<file path="src/rtl/herald_mac_engine.sv">
// Herald MAC responder: iterative shift-add multiply / multiply-accumulate engine.
// Defining HERALD_MAC_SAT_EN makes the accumulate saturate instead of wrapping.
module herald_mac_engine #(
    parameter int WIDTH = 32
) (
    input  logic             CLK,
    input  logic             RST,
    input  logic [WIDTH-1:0] multiply_a,
    input  logic [WIDTH-1:0] multiply_b,
    input  logic             EN_multiply,
    output logic             RDY_multiply,
    output logic [WIDTH-1:0] get_multiply,
    input  logic             EN_get_multiply,
    output logic             RDY_get_multiply,
    input  logic [WIDTH-1:0] mac_a,
    input  logic [WIDTH-1:0] mac_b,
    input  logic             EN_mac,
    output logic             RDY_mac,
    output logic [WIDTH-1:0] get_mac,
    input  logic             EN_get_mac,
    output logic             RDY_get_mac,
    input  logic             EN_clear_accumulator,
    output logic             RDY_clear_accumulator,
    output logic             busy
);

    // Product datapath width: the full product is only needed when saturating.
`ifdef HERALD_MAC_SAT_EN
    localparam int PW = 2 * WIDTH;
    localparam int SW = 2 * WIDTH + 1;
    localparam logic [SW-1:0] SAT_MAX = {{(WIDTH + 2){1'b0}}, {(WIDTH - 1){1'b1}}};
    localparam logic [SW-1:0] SAT_MIN = {{(WIDTH + 2){1'b1}}, {(WIDTH - 1){1'b0}}};
`else
    localparam int PW = WIDTH;
`endif
    localparam int CW = $clog2(WIDTH + 1);
    localparam logic [CW-1:0] CNT_LAST = CW'(WIDTH);
    localparam logic [CW-1:0] CNT_ONE  = {{(CW - 1){1'b0}}, 1'b1};

    typedef enum logic [1:0] {
        ST_IDLE = 2'd0,
        ST_MUL  = 2'd1,
        ST_ACC  = 2'd2
    } state_t;

    function automatic logic [WIDTH:0] abs_mag(input logic [WIDTH-1:0] v);
        logic [WIDTH:0] ext;
        ext = {v[WIDTH-1], v};
        if (v[WIDTH-1]) begin
            abs_mag = -ext;
        end else begin
            abs_mag = ext;
        end
    endfunction

    state_t            state_r;
    state_t            state_nx_s;
    logic [CW-1:0]     cnt_r;
    logic [PW-1:0]     mcand_r;
    logic [WIDTH:0]    mplier_r;
    logic [PW-1:0]     psum_r;
    logic              neg_r;
    logic              is_mac_r;
    logic [WIDTH-1:0]  prod_r;
    logic              mul_valid_r;
    logic [PW-1:0]     mac_prod_r;
    logic [WIDTH-1:0]  acc_r;
    logic [WIDTH-1:0]  acc_nx_s;
    logic              start_mul_s;
    logic              start_mac_s;
    logic [WIDTH-1:0]  op_a_s;
    logic [WIDTH-1:0]  op_b_s;
    logic [PW-1:0]     prod_full_s;
    logic              unused_en_get_mac_s;

    assign unused_en_get_mac_s = EN_get_mac;

    // Accept decode and next-state selection.
    always_comb begin
        state_nx_s  = state_r;
        start_mul_s = 1'b0;
        start_mac_s = 1'b0;
        case (state_r)
            ST_IDLE: begin
                if (EN_multiply && !mul_valid_r) begin
                    start_mul_s = 1'b1;
                    state_nx_s  = ST_MUL;
                end else if (EN_mac) begin
                    start_mac_s = 1'b1;
                    state_nx_s  = ST_MUL;
                end else begin
                    state_nx_s = ST_IDLE;
                end
            end
            ST_MUL: begin
                if (cnt_r == CNT_LAST) begin
                    state_nx_s = is_mac_r ? ST_ACC : ST_IDLE;
                end else begin
                    state_nx_s = ST_MUL;
                end
            end
            ST_ACC:  state_nx_s = ST_IDLE;
            default: state_nx_s = ST_IDLE;
        endcase
    end

    // Operand selection, signed product and accumulator update value.
    always_comb begin
        op_a_s      = mac_a;
        op_b_s      = mac_b;
        prod_full_s = psum_r;
        acc_nx_s    = acc_r;
        if (start_mul_s) begin
            op_a_s = multiply_a;
            op_b_s = multiply_b;
        end else begin
            op_a_s = mac_a;
            op_b_s = mac_b;
        end
        if (neg_r) begin
            prod_full_s = -psum_r;
        end else begin
            prod_full_s = psum_r;
        end
`ifdef HERALD_MAC_SAT_EN
        begin
            logic [SW-1:0] sum_s;
            sum_s = {{(WIDTH + 1){acc_r[WIDTH-1]}}, acc_r} + {mac_prod_r[PW-1], mac_prod_r};
            if ($signed(sum_s) > $signed(SAT_MAX)) begin
                acc_nx_s = {1'b0, {(WIDTH - 1){1'b1}}};
            end else if ($signed(sum_s) < $signed(SAT_MIN)) begin
                acc_nx_s = {1'b1, {(WIDTH - 1){1'b0}}};
            end else begin
                acc_nx_s = sum_s[WIDTH-1:0];
            end
        end
`else
        acc_nx_s = acc_r + mac_prod_r;
`endif
    end

    // FSM state register.
    always_ff @(posedge CLK) begin
        if (RST) begin
            state_r <= ST_IDLE;
        end else begin
            state_r <= state_nx_s;
        end
    end

    // Shift-add engine; the cycle after the last bit applies the sign.
    always_ff @(posedge CLK) begin
        if (RST) begin
            cnt_r      <= {CW{1'b0}};
            mcand_r    <= {PW{1'b0}};
            mplier_r   <= {(WIDTH + 1){1'b0}};
            psum_r     <= {PW{1'b0}};
            neg_r      <= 1'b0;
            is_mac_r   <= 1'b0;
            prod_r     <= {WIDTH{1'b0}};
            mac_prod_r <= {PW{1'b0}};
        end else if (start_mul_s || start_mac_s) begin
            mcand_r  <= PW'(abs_mag(op_a_s));
            mplier_r <= abs_mag(op_b_s);
            neg_r    <= op_a_s[WIDTH-1] ^ op_b_s[WIDTH-1];
            psum_r   <= {PW{1'b0}};
            cnt_r    <= {CW{1'b0}};
            is_mac_r <= start_mac_s;
        end else if (state_r == ST_MUL) begin
            if (cnt_r != CNT_LAST) begin
                if (mplier_r[0]) begin
                    psum_r <= psum_r + mcand_r;
                end
                mcand_r  <= {mcand_r[PW-2:0], 1'b0};
                mplier_r <= {1'b0, mplier_r[WIDTH:1]};
                cnt_r    <= cnt_r + CNT_ONE;
            end else if (is_mac_r) begin
                mac_prod_r <= prod_full_s;
            end else begin
                prod_r <= prod_full_s[WIDTH-1:0];
            end
        end
    end

    // Product-valid flag: set on multiply completion, cleared by consume.
    always_ff @(posedge CLK) begin
        if (RST) begin
            mul_valid_r <= 1'b0;
        end else if (state_r == ST_MUL && cnt_r == CNT_LAST && !is_mac_r) begin
            mul_valid_r <= 1'b1;
        end else if (EN_get_multiply && mul_valid_r) begin
            mul_valid_r <= 1'b0;
        end
    end

    // Accumulator: clear is taken before a same-cycle mac accept.
    always_ff @(posedge CLK) begin
        if (RST) begin
            acc_r <= {WIDTH{1'b0}};
        end else if (state_r == ST_IDLE && EN_clear_accumulator) begin
            acc_r <= {WIDTH{1'b0}};
        end else if (state_r == ST_ACC) begin
            acc_r <= acc_nx_s;
        end
    end

    assign get_multiply          = prod_r;
    assign get_mac               = acc_r;
    assign RDY_get_multiply      = mul_valid_r;
    assign RDY_multiply          = (state_r == ST_IDLE) && !mul_valid_r;
    assign RDY_mac               = (state_r == ST_IDLE);
    assign RDY_clear_accumulator = (state_r == ST_IDLE);
    assign RDY_get_mac           = (state_r == ST_IDLE);
    assign busy                  = (state_r != ST_IDLE);

endmodule
</file>
<file path="config.mk">
export PLATFORM = sky130hd
export DESIGN_NAME = herald_mac_engine
export DESIGN_NICKNAME = d
export VERILOG_FILES = /design/src/rtl/herald_mac_engine.sv
export SDC_FILE = /design/constraint.sdc
export NUM_CORES = 1
export LEC_CHECK = 0
export ABC_AREA = 1
export CORE_MARGIN = 4
export CORE_UTILIZATION = 40
export DETAILED_ROUTE_END_ITERATION = 8
export GPL_ROUTABILITY_DRIVEN = 0
export GPL_TIMING_DRIVEN = 0
export PLACE_DENSITY_LB_ADDON = 0.3
export SETUP_SLACK_MARGIN = 0.5
export SLEW_MARGIN = 0
export SYNTH_ARGS = -nofsm -noshare
export SYNTH_HDL_FRONTEND = slang
export SYNTH_SLANG_ARGS = --single-unit
</file>
<file path="constraint.sdc">
create_clock -name CLK -period 4.4 [get_ports CLK]
set_input_delay 0.66 -clock CLK [delete_from_list [all_inputs] [get_ports CLK]]
set_output_delay 0.66 -clock CLK [all_outputs]
set_load 0.01 [all_outputs]
</file>
==> results.sh <==
export IMPL_clkTransAtPathRegs_ns=0.06
export IMPL_clock_skew_ns=0.0150
export IMPL_port_buffers=202
export IMPL_die_y_um=208
export IMPL_pre_cts_ws_ns=0.932
export IMPL_finalNetCount=3089
export IMPL_power_mw=5.44
export IMPL_synth_edff_count=0
export IMPL_cp_top_family="buffers and inverters"
export IMPL_cts_sinks=204
export IMPL_ys_ff_latch=204
export IMPL_ant_nets=0
export IMPL_netlist_area_leader_share_pct=25.6
export IMPL_hold_start="mac_prod_r[4]"
export IMPL_worst_path_max_delay_cell="clkdlybuf4s50_1"
export IMPL_leakagePower_nw=9.49
export IMPL_peakVddDrop_v=0.000233
export IMPL_start_util_pct=40.9
export IMPL_maxSlewHeadroom_pct=56.2
export IMPL_postSynthCellCount=2657
export IMPL_r2r_cells=18
export IMPL_worstMarginPinSlew_ns=0.656
export IMPL_die_w_um=208
export IMPL_powerDensity_nw_per_um2=280
export IMPL_io_pins=205
export IMPL_synth_top_cell_by_area="dfxtp_1"
export IMPL_grt_pass1_wl_mm=88.6
export IMPL_hp_class="reg -> reg"
export IMPL_gr_usage_all_layers_pct=24.6
export IMPL_crit_required_ns=3.74
export IMPL_syn_nets=2861
export IMPL_critPathMaxStageDelay_ns=0.53
export IMPL_final_cells=3420
export IMPL_core_area_um2=39000
export IMPL_cts_tree="built"
export IMPL_initialDrtViolationCount=1697
export IMPL_path_buf_inv=3
export IMPL_clock_latency_ns=0.53
export IMPL_synth_ff_type="dfxtp_1"
export IMPL_cts_buffers=24
export IMPL_grt_start_max_net_pins=13
export IMPL_max_cap_violations=0
export IMPL_ys_warn_count=0
export IMPL_drv_slew=0
export IMPL_finalHoldViolations=0
export IMPL_rrSetupSlack_ns=1.49
export IMPL_htreeDepth=1
export IMPL_drive_above_1_share_pct=4.93
export IMPL_cp_start_kind="flip-flop"
export IMPL_crit_fanout=12
export IMPL_clock_path_buffers=3
export IMPL_synth_cell_types=48
export IMPL_max_freq_mhz=329
export IMPL_rsz0062_at_grt="false"
export IMPL_fin_crit_ns=3.04
export IMPL_synth_area_um2=16000
export IMPL_ctsHoldBuffers=0
export IMPL_antenna_cells=0
export IMPL_drc=0
export IMPL_rr_endpoint="mcand_r[30]"
export IMPL_cp_arrival_ns=2.38
export IMPL_antenna_found_initial=0
export IMPL_cp_end_kind="primary output"
export IMPL_finalSetupTns_ns=0
export IMPL_async_flop_share_pct=0
export IMPL_rows=72
export IMPL_syn2layout_area_growth_pct=21.9
export IMPL_dr_pass1_iters=6
export IMPL_avgSynthCellArea_um2=6.01
export IMPL_worstHoldEndpoint="mac_prod_r[4]"
export IMPL_crit_chain="nor2_4 > buf_2 > buf_4 > clkdlybuf4s50_1"
export IMPL_dpl_hpwl_mm=45.7
export IMPL_setup_ws_ns=1.36
export IMPL_postCtsSetupBuffers=0
export IMPL_ctsResizeCount=0
export IMPL_grt_overflow=0
export IMPL_cts_root_buffer="clkbuf_16"
export IMPL_routed_via_density=5.29
export IMPL_hold_depth=2
export IMPL_die_area_um2=43200
export IMPL_routed_wl_mm=55.6
export IMPL_synthTopCellsByArea="dfxtp_1 (26%), nand2_1 (19%), inv_1 (7.6%)"
export IMPL_ys_seq_area_share_pct=25.6
export IMPL_grt_pass1_vias=17057
export IMPL_r2r_start="RDY_get_multiply"
export IMPL_setup_viol=0
export IMPL_crit_type="reg -> out"
export IMPL_num_vias=18103
export IMPL_wl_per_cell_um=16.3
export IMPL_place_inst=3377
export IMPL_run_status="complete, no violations"
export IMPL_timing_final_crit_share_pct=69.1
-- synth_stat cells, drive strengths merged, types with 4 or more instances --
library cell  number
nand2            830
inv              332
nor2             271
o21ai            222
dfxtp            204
a21oi            199
nand3            139
xor2              70
ha                67
clkbuf            62
buf               42
o21bai            39
o211ai            31
nand3b            22
nor3              20
nand4             19
xnor2             16
o21a              13
or2               12
a31oi             10
a21o               9
nor4               8
a21boi             4
-- cell type report --
class / count / area [um2]
tap: 518 / 648
fill: 3976 / 19600
clock buffer: 33 / 684
sequential: 204 / 4080
inverter: 335 / 1260
multi-input combinational: 2014 / 10100
clock inverter: 10 / 140
timing repair buffer: 202 / 2020
buffer: 104 / 490
-- cells by family (layout without fill, tap and decap cells) --
family                     Yosys count  in the layout  synth area share (%)
buffers and inverters              439            684                  10.9
adders and majority gates           69             69                  5.50
xor gates and xnor gates            86             86                  4.72
DFF                                204            204                  25.6
and+or+nand+nor                   1323           1323                  34.2
AOI/OAI and AO/OA                  536            536                  19.1
-- through the flow --
step           instance area, um2  utilization [%]  hold WS (ns)
6_report                    19500             49.9         0.465
3_3_place_gp                18600             47.8         0.445
2_1_floorplan               16000                -         0.427
5_1_grt                     19500             49.9         0.473
4_1_cts                     19500             49.9         0.464
3_5_place_dp                18600             47.8         0.454
-- worst min-delay path: stages (launching register included) --
cell     delay (ns)
dfxtp_1        0.32
inv_1          0.05
a21oi_1        0.05
-- report_power, final --
group	switching [mW]	leakage (nW)	internal (mW)
registers	0.0743	1.66	1.93
logic	0.876	7.42	0.481
clock network	0.814	0.410	1.26
total	1.76	9.49	3.68
-- routing by layer --
| layer | GRT usage [%] | share of wire, % | vias to the layer above |
|---|---|---|---|
| met3 | 2.93 | 7.9 | 144 |
| met4 | 9.69 | 4.5 | 0 |
| met2 | 41.4 | 45 | 756 |
| li1 | - | - | 9005 |
| met5 | 0 | 0 | - |
| met1 | 32.3 | 43 | 8198 |
-- how the worst max path moves through the flow --
stage                           start          end  cells after the start
final                      state_r[1]      RDY_mac                      4
after global routing      EN_multiply  mcand_r[14]                     15
after CTS                  state_r[1]      RDY_mac                      4
after detailed placement  EN_multiply  mcand_r[30]                     16
after global placement    EN_multiply  mcand_r[30]                     16
after floorplan           EN_multiply  mcand_r[30]                     15
-- flip-flops by register name (all words and copies together) (netlist names) --
register / flops
RDY_get_multiply: 1
cnt_r: 6
get_mac: 32
get_multiply: 32
is_mac_r: 1
mac_prod_r: 32
mcand_r: 32
mplier_r: 33
neg_r: 1
psum_r: 32
state_r: 2
-- placed cells by master, fill, tap and decap left out, drive strengths merged, types with 13 or more instances in the layout --
cell type / n
nand3: 139
o21bai: 39
xor2: 70
ha: 67
xnor2: 16
nand3b: 22
dfxtp: 204
nand2: 830
inv: 333
a21oi: 199
buf: 42
o211ai: 31
o21a: 13
o21ai: 222
nand4: 19
clkbuf: 95
nor3: 20
nor2: 271
clkdlybuf4s50: 202
Power figures use the tool's default switching activity.
